**config.mk**
```make
export PLATFORM = sky130hd
export DESIGN_NAME = morse_stream_encoder
export DESIGN_NICKNAME = d
export VERILOG_FILES = /design/src/rtl/morse_pkg.sv /design/src/rtl/morse_char_fifo.sv /design/src/rtl/morse_stream_encoder.sv
export SDC_FILE = /design/constraint.sdc
export NUM_CORES = 1
export LEC_CHECK = 0
export ABC_CLOCK_PERIOD_IN_PS = 4700
export BUFFER_PORTS_ARGS = -buffer_cell sky130_fd_sc_hd__buf_4
export CAP_MARGIN = 30
export CORE_MARGIN = 10
export CORE_UTILIZATION = 60
export CTS_CLUSTER_DIAMETER = 200
export DETAILED_ROUTE_END_ITERATION = 8
export PLACE_DENSITY = 0.89
export SLEW_MARGIN = 0
export SYNTH_ARGS = -nofsm -noshare
export SYNTH_HDL_FRONTEND = slang
export SYNTH_SLANG_ARGS = --single-unit
```
**constraint.sdc**
```tcl
create_clock -name clk -period 4.7 [get_ports clk]
set_input_delay 0.94 -clock clk [delete_from_list [all_inputs] [get_ports clk]]
set_output_delay 0.94 -clock clk [all_outputs]
set_load 0.01 [all_outputs]
```
**src/rtl/morse_pkg.sv**
```systemverilog
// Shared types, line-code constants and character helpers for the Morse stream encoder.
// MORSE_PUNCT_EN adds '.', ',', '?' and '/' to the lookup table.
package morse_pkg;

    typedef enum logic [1:0] {
        ST_FETCH = 2'd0,
        ST_SYM   = 2'd1,
        ST_GAP   = 2'd2,
        ST_SPACE = 2'd3
    } state_t;

    typedef logic [2:0] len_t;
    typedef logic [5:0] pat_t;

    typedef struct packed {
        logic known;
        len_t len;
        pat_t pat;
    } code_t;

    localparam logic [1:0] LETTER_END  = 2'b11;
    localparam logic [3:0] SPACE_CODE  = 4'b1111;
    localparam logic [7:0] ASCII_SPACE = 8'h20;

    function automatic logic [7:0] normalise(input logic [7:0] c);
        if (c >= 8'h61 && c <= 8'h7a) begin
            return c - 8'd32;
        end
        return c;
    endfunction

    function automatic code_t mk(input len_t len, input pat_t pat);
        code_t r;
        r.known = 1'b1;
        r.len   = len;
        r.pat   = pat;
        return r;
    endfunction

    // Pattern bit 0 is the first element sent; a set bit is a dash.
    function automatic code_t lookup(input logic [7:0] c);
        code_t r;
        r = '0;
        case (c)
            "A": r = mk(3'd2, 6'b000010);
            "B": r = mk(3'd4, 6'b000001);
            "C": r = mk(3'd4, 6'b000101);
            "D": r = mk(3'd3, 6'b000001);
            "E": r = mk(3'd1, 6'b000000);
            "F": r = mk(3'd4, 6'b000100);
            "G": r = mk(3'd3, 6'b000011);
            "H": r = mk(3'd4, 6'b000000);
            "I": r = mk(3'd2, 6'b000000);
            "J": r = mk(3'd4, 6'b001110);
            "K": r = mk(3'd3, 6'b000101);
            "L": r = mk(3'd4, 6'b000010);
            "M": r = mk(3'd2, 6'b000011);
            "N": r = mk(3'd2, 6'b000001);
            "O": r = mk(3'd3, 6'b000111);
            "P": r = mk(3'd4, 6'b000110);
            "Q": r = mk(3'd4, 6'b001011);
            "R": r = mk(3'd3, 6'b000010);
            "S": r = mk(3'd3, 6'b000000);
            "T": r = mk(3'd1, 6'b000001);
            "U": r = mk(3'd3, 6'b000100);
            "V": r = mk(3'd4, 6'b001000);
            "W": r = mk(3'd3, 6'b000110);
            "X": r = mk(3'd4, 6'b001001);
            "Y": r = mk(3'd4, 6'b001101);
            "Z": r = mk(3'd4, 6'b000011);
            "0": r = mk(3'd5, 6'b011111);
            "1": r = mk(3'd5, 6'b011110);
            "2": r = mk(3'd5, 6'b011100);
            "3": r = mk(3'd5, 6'b011000);
            "4": r = mk(3'd5, 6'b010000);
            "5": r = mk(3'd5, 6'b000000);
            "6": r = mk(3'd5, 6'b000001);
            "7": r = mk(3'd5, 6'b000011);
            "8": r = mk(3'd5, 6'b000111);
            "9": r = mk(3'd5, 6'b001111);
`ifdef MORSE_PUNCT_EN
            ".": r = mk(3'd6, 6'b101010);
            ",": r = mk(3'd6, 6'b110011);
            "?": r = mk(3'd6, 6'b001100);
            "/": r = mk(3'd5, 6'b001001);
`else
`endif
            default: r = '0;
        endcase
        return r;
    endfunction

endpackage

```
**src/rtl/morse_char_fifo.sv**
```systemverilog
// Synchronous FIFO with full/empty flags; holds {last, ascii} for the encoder.
module morse_char_fifo #(
    parameter int DEPTH = 4,
    parameter int WIDTH = 9
) (
    input  logic             clk,
    input  logic             rst_n,
    input  logic             push_i,
    input  logic [WIDTH-1:0] wr_data_i,
    input  logic             pop_i,
    output logic [WIDTH-1:0] rd_data_o,
    output logic             full_o,
    output logic             empty_o
);
    localparam int AW = $clog2(DEPTH);

    logic [WIDTH-1:0] mem_q [DEPTH];
    logic [AW-1:0]    wr_ptr_q, rd_ptr_q;
    logic [AW:0]      count_q;
    logic             do_push, do_pop;

    assign full_o    = (count_q == (AW+1)'(DEPTH));
    assign empty_o   = (count_q == '0);
    assign do_push   = push_i && !full_o;
    assign do_pop    = pop_i && !empty_o;
    assign rd_data_o = mem_q[rd_ptr_q];

    always_ff @(posedge clk) begin
        if (do_push) begin
            mem_q[wr_ptr_q] <= wr_data_i;
        end
    end

    // Pointers wrap naturally because DEPTH is a power of two.
    always_ff @(posedge clk or negedge rst_n) begin
        if (!rst_n) begin
            wr_ptr_q <= '0;
            rd_ptr_q <= '0;
            count_q  <= '0;
        end else begin
            if (do_push) wr_ptr_q <= wr_ptr_q + AW'(1);
            if (do_pop)  rd_ptr_q <= rd_ptr_q + AW'(1);
            case ({do_push, do_pop})
                2'b10:   count_q <= count_q + (AW+1)'(1);
                2'b01:   count_q <= count_q - (AW+1)'(1);
                default: count_q <= count_q;
            endcase
        end
    end

endmodule

```
**src/rtl/morse_stream_encoder.sv**
```systemverilog
// Streaming ASCII-to-Morse line-code encoder: byte FIFO, per-character FSM, message statistics.
// state    | meaning
// FETCH    | wait for a buffered byte, pop and classify it
// SYM      | emit dot (0) / dash (10) elements of the latched pattern
// GAP      | emit letter end 11
// SPACE    | emit word space 1111
module morse_stream_encoder
    import morse_pkg::*;
#(
    parameter int FIFO_DEPTH = 4,
    parameter int CNT_W      = 16
) (
    input  logic             clk,
    input  logic             rst_n,
    input  logic             s_valid,
    output logic             s_ready,
    input  logic [7:0]       s_data,
    input  logic             s_last,
    output logic             m_valid,
    input  logic             m_ready,
    output logic             m_bit,
    output logic             m_last,
    output logic             busy,
    output logic             done,
    output logic [CNT_W-1:0] msg_bits,
    output logic [7:0]       drop_count
);
    logic [8:0]       fifo_rd;
    logic             fifo_full, fifo_empty, fifo_pop;
    logic [7:0]       ch;
    code_t            code;

    state_t           state_q;
    pat_t             pat_q;
    len_t             len_q;
    logic [2:0]       idx_q;
    logic             sub_q;
    logic [1:0]       step_q;
    logic             last_q;
    logic [CNT_W-1:0] cnt_q, msg_bits_q, cnt_inc;
    logic [7:0]       drop_q;
    logic             done_q;
    logic             dash;

    morse_char_fifo #(
        .DEPTH (FIFO_DEPTH),
        .WIDTH (9)
    ) u_fifo (
        .clk       (clk),
        .rst_n     (rst_n),
        .push_i    (s_valid),
        .wr_data_i ({s_last, s_data}),
        .pop_i     (fifo_pop),
        .rd_data_o (fifo_rd),
        .full_o    (fifo_full),
        .empty_o   (fifo_empty)
    );

    assign s_ready    = !fifo_full;
    assign fifo_pop   = (state_q == ST_FETCH) && !fifo_empty;
    assign ch         = normalise(fifo_rd[7:0]);
    assign code       = lookup(ch);
    assign dash       = pat_q[idx_q];
    assign cnt_inc    = (cnt_q == '1) ? cnt_q : cnt_q + CNT_W'(1);
    assign busy       = !fifo_empty || (state_q != ST_FETCH);
    assign done       = done_q;
    assign msg_bits   = msg_bits_q;
    assign drop_count = drop_q;

    // Bit outputs depend on registered state only, so they hold while stalled.
    always_comb begin
        m_valid = 1'b0;
        m_bit   = 1'b0;
        m_last  = 1'b0;
        case (state_q)
            ST_SYM: begin
                m_valid = 1'b1;
                m_bit   = dash && !sub_q;
            end
            ST_GAP: begin
                m_valid = 1'b1;
                m_bit   = LETTER_END[step_q[0]];
                m_last  = last_q && (step_q == 2'd1);
            end
            ST_SPACE: begin
                m_valid = 1'b1;
                m_bit   = SPACE_CODE[step_q];
                m_last  = last_q && (step_q == 2'd3);
            end
            default: ;
        endcase
    end

    always_ff @(posedge clk or negedge rst_n) begin
        if (!rst_n) begin
            state_q    <= ST_FETCH;
            pat_q      <= '0;
            len_q      <= '0;
            idx_q      <= '0;
            sub_q      <= 1'b0;
            step_q     <= '0;
            last_q     <= 1'b0;
            cnt_q      <= '0;
            msg_bits_q <= '0;
            drop_q     <= '0;
            done_q     <= 1'b0;
        end else begin
            done_q <= 1'b0;
            case (state_q)
                ST_FETCH: begin
                    if (!fifo_empty) begin
                        last_q <= fifo_rd[8];
                        pat_q  <= code.pat;
                        len_q  <= code.len;
                        idx_q  <= '0;
                        sub_q  <= 1'b0;
                        step_q <= '0;
                        if (ch == ASCII_SPACE) begin
                            state_q <= ST_SPACE;
                        end else if (code.known) begin
                            state_q <= ST_SYM;
                        end else begin
                            // An unknown last character still has to close the message.
                            if (drop_q != 8'hFF) drop_q <= drop_q + 8'd1;
                            state_q <= fifo_rd[8] ? ST_GAP : ST_FETCH;
                        end
                    end
                end
                ST_SYM: begin
                    if (m_ready) begin
                        if (dash && !sub_q) begin
                            sub_q <= 1'b1;
                        end else begin
                            sub_q <= 1'b0;
                            if (idx_q == len_q - 3'd1) state_q <= ST_GAP;
                            else                       idx_q   <= idx_q + 3'd1;
                        end
                    end
                end
                ST_GAP: begin
                    if (m_ready) begin
                        step_q <= step_q + 2'd1;
                        if (step_q == 2'd1) state_q <= ST_FETCH;
                    end
                end
                ST_SPACE: begin
                    if (m_ready) begin
                        step_q <= step_q + 2'd1;
                        if (step_q == 2'd3) state_q <= ST_FETCH;
                    end
                end
                default: state_q <= ST_FETCH;
            endcase

            if (m_valid && m_ready) begin
                if (m_last) begin
                    msg_bits_q <= cnt_inc;
                    cnt_q      <= '0;
                    done_q     <= 1'b1;
                end else begin
                    cnt_q <= cnt_inc;
                end
            end
        end
    end

endmodule
```
**Yosys cells after proc, flatten, opt, wreduce, memory -nomap -nowiden**

Memories as Yosys holds them, arrays and structs flattened.
Cells that the tools add are included.

- Add/subtract/negate cells: 10
- $lt $le $gt $ge: 5
- Eq/ne operators: 22
- Muxes and demuxes: 43
- Bitwise gates (word level): 3
- Reduce and logical (&&, ||, !) cells: 27

Operator list:

| cell | number |
|---|---|
| $mux 16 | 2 |
| $mux 2 | 13 |
| $ne 2x2->1 const B | 9 |
| $add 16x1->16 const B | 1 |
| $eq 16x16->1 const B | 1 |
| $mux 8 | 2 |
| $mux 1 | 12 |
| $mux 3 | 4 |
| $pmux 3 s2 | 2 |
| $mux 10 | 1 |
| $reduce_and 5->1 | 2 |
| $add 8x1->8 const B | 1 |
| $eq 2x2->1 const B | 4 |
| $eq 8x6->1 const B | 1 |
| $ge 8x7->1 const B | 1 |
| $le 8x7->1 const B | 1 |
| $logic_and 1x1->1 | 8 |
| $ne 8x8->1 const B | 1 |
| $pmux 2 s4 | 1 |
| $reduce_and 8->1 | 1 |
| $reduce_bool 2->1 | 4 |
| $sub 8x6->8 const B | 1 |
| $add 2x1->2 const B | 3 |
| $add 3x1->3 const B | 2 |
| 22 further kinds | 32 |

- Register bits after elaboration: 66
- RAM bits: 36
- Bits in read-only memories: 1152
- Bits of input ports: 13
- Memories: 2

Memory list:

| name | depth | width | rd ports | clocked after Yosys merged registers in | write ports | RTL line | source |
|---|---|---|---|---|---|---|---|
| (name not given) | 128 | 9 | 1 | 0 | 0 | morse_pkg.sv:44 | `case (c)` |
| u_fifo.mem_q | 4 | 9 | 1 | 0 | 1 | morse_char_fifo.sv:17 | `logic [WIDTH-1:0] mem_q [DEPTH];` |

**Depth between registers and ports, before layout**

An unclocked memory read counts as a cell.

- Depth in word-level cells: 11
- Gate-level depth with buffers: 13
- Gate-level depth less buffers: 10

**Cells and area by module**

Synthesis repeated with hierarchy kept, for this count alone.

- Cell total of the unflattened synthesis: 505
- Area, all modules: 5502.8 µm²

By module, submodules not included:

| module | instances | cells each | area an instance (µm²) |
|---|---|---|---|
| morse_stream_encoder | 1 | 421 | 3763.6 |
| morse_char_fifo | 1 | 84 | 1739.2 |

**Least setup slack after synthesis**

Ideal clock, no wire load.

- Kind: reg-to-reg
- From: register u_fifo.rd_ptr_q[0]
- To: register drop_q[1] (netlist: drop_count[1])
- Library setup time: 0.125 ns
- Arrival time: 3.053 ns
- Data required time: 4.575 ns
- Setup slack: 1.522 ns
- Stages on the path, launching flop included: 13
- Path through: dfrtp_1 -> buf_6 -> buf_6 -> mux4_2 -> inv_1 -> ha_1 -> nor2b_1 -> a221oi_2 -> o221ai_1 -> a211o_2 -> a21oi_4 -> nor2_2 -> mux2_4

- Cells in the longest elaborated chain, start to end: 9
- Elaborated cells on any way between the ends: 14
- Classes of those cells: add/sub (1); order compare (2); eq/ne (1); mux (4); bitwise (2); reduce/logical (2); memory (2)

RTL lines:

| item | RTL line | source |
|---|---|---|
| start: declaration | morse_char_fifo.sv:18 | `logic [AW-1:0] wr_ptr_q, rd_ptr_q;` |
| start signal: assignment | morse_char_fifo.sv:42 | `if (do_pop) rd_ptr_q <= rd_ptr_q + AW'(1);` |
| $mem_v2 4x9 (*) | - |  |
| $ge 8x7->1 or $le 8x7->1 (tied branches) | morse_pkg.sv:26 | `if (c >= 8'h61 && c <= 8'h7a) begin` |
| $logic_and 1x1->1 | morse_pkg.sv:26 |  |
| $mux 1 | morse_pkg.sv:26 |  |
| $mux 8 (*) | morse_pkg.sv:29 | `return c;` |
| $mem_v2 128x9 | - |  |
| $mux 10 | morse_pkg.sv:44 |  |
| $not 1->1 (no line) | - |  |
| $reduce_and 5->1 (no line) (*) | - |  |
| end signal: assignment | morse_stream_encoder.sv:124 | `if (drop_q != 8'hFF) drop_q <= drop_q + 8'd1;` |
| end: declaration | morse_stream_encoder.sv:41 | `logic [7:0] drop_q;` |

Mark *: on every way between the ends. The rest lies on a longest branch, timed or not. The select of a mux whose other input is x is not followed.
A chain may end at the register's enable or synchronous reset.

**Worst setup path after layout**

Same ends and word-level chain as after synthesis.

==> impl_results.md <==
* P per Cell Area at ~650 mW/mm²
* CTS tree: built
* Most common cell after layout, fill and taps aside: dfrtp_1
* Register share of total power at 0.354
* Layout area overhead at 11.0%
* Setup crit end kind: register
* Post-CTS Hold Buffers at 0
* Max FO, Critical Path at 13
* RD Place Congestion at between 0.8 and 0.9
* Hold_ws at slightly below 0.5 ns
* Leakage at ~2.5 nW
* Cts repair resizes at 0
* Setup TNS at 0 ns
* Via count at roughly 4000
* Ports at 43
* Clock buffer depth at 2
* Final hold vios at 0
* Die Footprint at roughly 0.013 mm²
* Hold/Removal Path Class: reg -> reg
* Period utilization at 0.807
* Post-synthesis register bit count at approximately 100
* Post-layout net count at between 500 and 600
* Crit path kind: reg -> reg
* Layout Skew at 0.0151 ns
* Mapped Cells at between 400 and 500
* CTS sink cnt at approximately 100
* Startpoint types: register
* Max-Cap Viols at 0
* Syn nets at 531
* WL per Instance at around 18 µm
* Vias in the first global route at between 3000 and 4000
* Seq/Total Area, Yosys at 0.508
* Syn avg cell area at approximately 11 µm²
* Commonest cells after routing, fill and taps aside: dfrtp_1 (65), nand2_1 (54), o21ai_0 (48), buf_4 (43), edfxtp_1 (36)
* Sw frac at 0.431
* Layout fillers at around 610
* Die Ht at roughly 110 µm
* Die W at between 100 and 150 µm
* Peak supply drop at 0.397 mV
* Number of I/O port buffers at 42
* Yosys warnings at 0
* Initial Util at 0.614
* Slew HR at 0.466
* Min cycle time layout at about 3.8 ns
* Max Slew Vio Count at 0
* Clock power share at 0.152
* Outcome: complete, no violations
* Clk slew on worst S/H paths at 0.10 ns
* Vias per cell at between 6 and 7
* Sw power at between 1.5 and 2 mW
* Final setup viols at 0
* Pin count of the biggest net entering global routing at 66
* Global-route wire length before repair at 19000 µm
* Initial antenna violation count at 0
* Setup bufs post-CTS at 0
* Total track usage at 0.177
* P_int at around 2.2 mW
* Fmax at 264 MHz
* Comb pwr share at 0.494
* Top_reg_cell synth: dfrtp_1
* Number of flops mapped to enable cells by yosys at 36
* Core Box Area at ~0.0087 mm²
* Layout cell share with drive strength beyond 1 at 0.163
* Drt pass-1 iters at 6
* Iteration-0 DRC Markers at 360
* Netlist Area Pre-Place at between 0.005 and 0.006 mm²
* Post-synthesis cell type count at between 50 and 60
* Total wire length at 11400 µm
* Worst-skew pair later-pin latency at about 0.38 ns
* TritonCTS Buffers at 9
* Slew of the pin with the lowest slew margin at ~0.8 ns
* Routed Antenna Nets at 0
* DRC Markers at 0
* Req. time, crit path at between 4 and 5 ns
* Root buf cell: clkbuf_8
* Flop-to-flop setup slack at 0.91 ns
* RSZ-0062 raised after global routing: false
* Critical path data arrival time at about 4 ns
* Async S/R FF share, synth at 0.644
* H-Tree Level Count at 3
* Antenna cells at 0
* Dpl hpwl at around 8000 µm
* Congestion Overflow GR at 0
* FP Rows at 34
* Pwr Total at slightly below 4 mW
## power by group through the flow
stage	clock [mW]	sequential [mW]	combinational (mW)
after global placement	0	1.35	1.79
after global routing	0.627	1.40	2.08
after floorplan	0	1.30	1.45
after detailed placement	0	1.37	1.87
final	0.585	1.36	1.90
after CTS	0.591	1.36	1.88
## worst paths after layout
check,start,endpoint,depth (start not counted)
worst max-delay path,u_fifo.rd_ptr_q[0],drop_count[1],10
worst min-delay path,msg_bits[11],msg_bits[11],2
worst max register to register,u_fifo.rd_ptr_q[0],drop_count[1],10
worst min register to register,msg_bits[11],msg_bits[11],2
max in group asynchronous,rst_n,drop_count[7],1
min in group asynchronous,rst_n,cnt_q[6],1
## cell type report
cell class / instances / area, µm² / area share
multi-input cells: 354 / 2440 / 0.413
well taps: 108 / 135 / 0.0228
clock buffers: 9 / 124 / 0.0209
clock inverters: 7 / 85.1 / 0.0144
inverters: 26 / 97.6 / 0.0165
repair buffers: 43 / 323 / 0.0546
flip-flops and latches: 101 / 2710 / 0.458
## state kept, by name, summed over array words and instances (netlist names), 3 cells and up
signal          cells
u_fifo.mem_q       36
cnt_q              16
msg_bits           16
drop_count          8
pat_q               5
idx_q               3
len_q               3
u_fifo.count_q      3
## Yosys cell counts (4+ instances only)
cell,instances,area [µm²]
mux4_2,11,248
edfxtp_1,36,1080
and3_1,13,81.3
dfrtp_1,65,1630
nor2_1,34,128
nand3_1,17,85.1
a31oi_1,4,25.0
nand4_1,4,25.0
mux2i_1,9,90.1
nor3_1,12,60.1
o31ai_1,5,37.5
o21ai_0,48,240
nor2b_1,4,25.0
xnor2_1,16,140
xor2_1,14,123
mux2_2,5,56.3
nand2b_1,9,56.3
clkbuf_1,12,45.0
inv_1,25,93.8
a21oi_1,26,130
ha_1,19,238
a22o_1,8,70.1
nand2_1,54,203
## kinds of logic after synthesis
kind of cell	after synthesis	share of synthesized area
XOR/XNOR	30	0.0493
multiplexers	27	0.0796
AO/OA/AOI/OAI	116	0.135
flip-flops	101	0.508
adder cells (fa/ha/maj)	20	0.0483
buffers and inverters	43	0.0336
AND/OR/NAND/NOR	161	0.146
## layer usage
layer | part of all wire | track usage
met2 | 0.51 | 0.290
met3 | 0.060 | 0.0325
met4 | 0.018 | 0.0643
met5 | 0 | 0
met1 | 0.41 | 0.228
## critical path: stages, from the launching register on
cell and delay, ns:
dfrtp_1 0.78, mux4_2 0.70, inv_1 0.17, ha_1 0.32, nor2b_1 0.09, a221oi_2 0.34, o221ai_1 0.18, a211o_2 0.40
a21oi_4 0.29, nor2_2 0.11, mux2_4 0.31
## through the flow
step	cell area, µm²	cells	setup slack (ns)	utilization
final	5920	648	0.906	0.682
after global routing	5920	648	0.624	0.682
after CTS	5920	648	0.903	0.682
after detailed placement	5710	632	0.931	0.658
after global placement	5710	632	1.05	0.658
after floorplan	5330	498	1.52	-
Power figures use the tool's default switching activity.
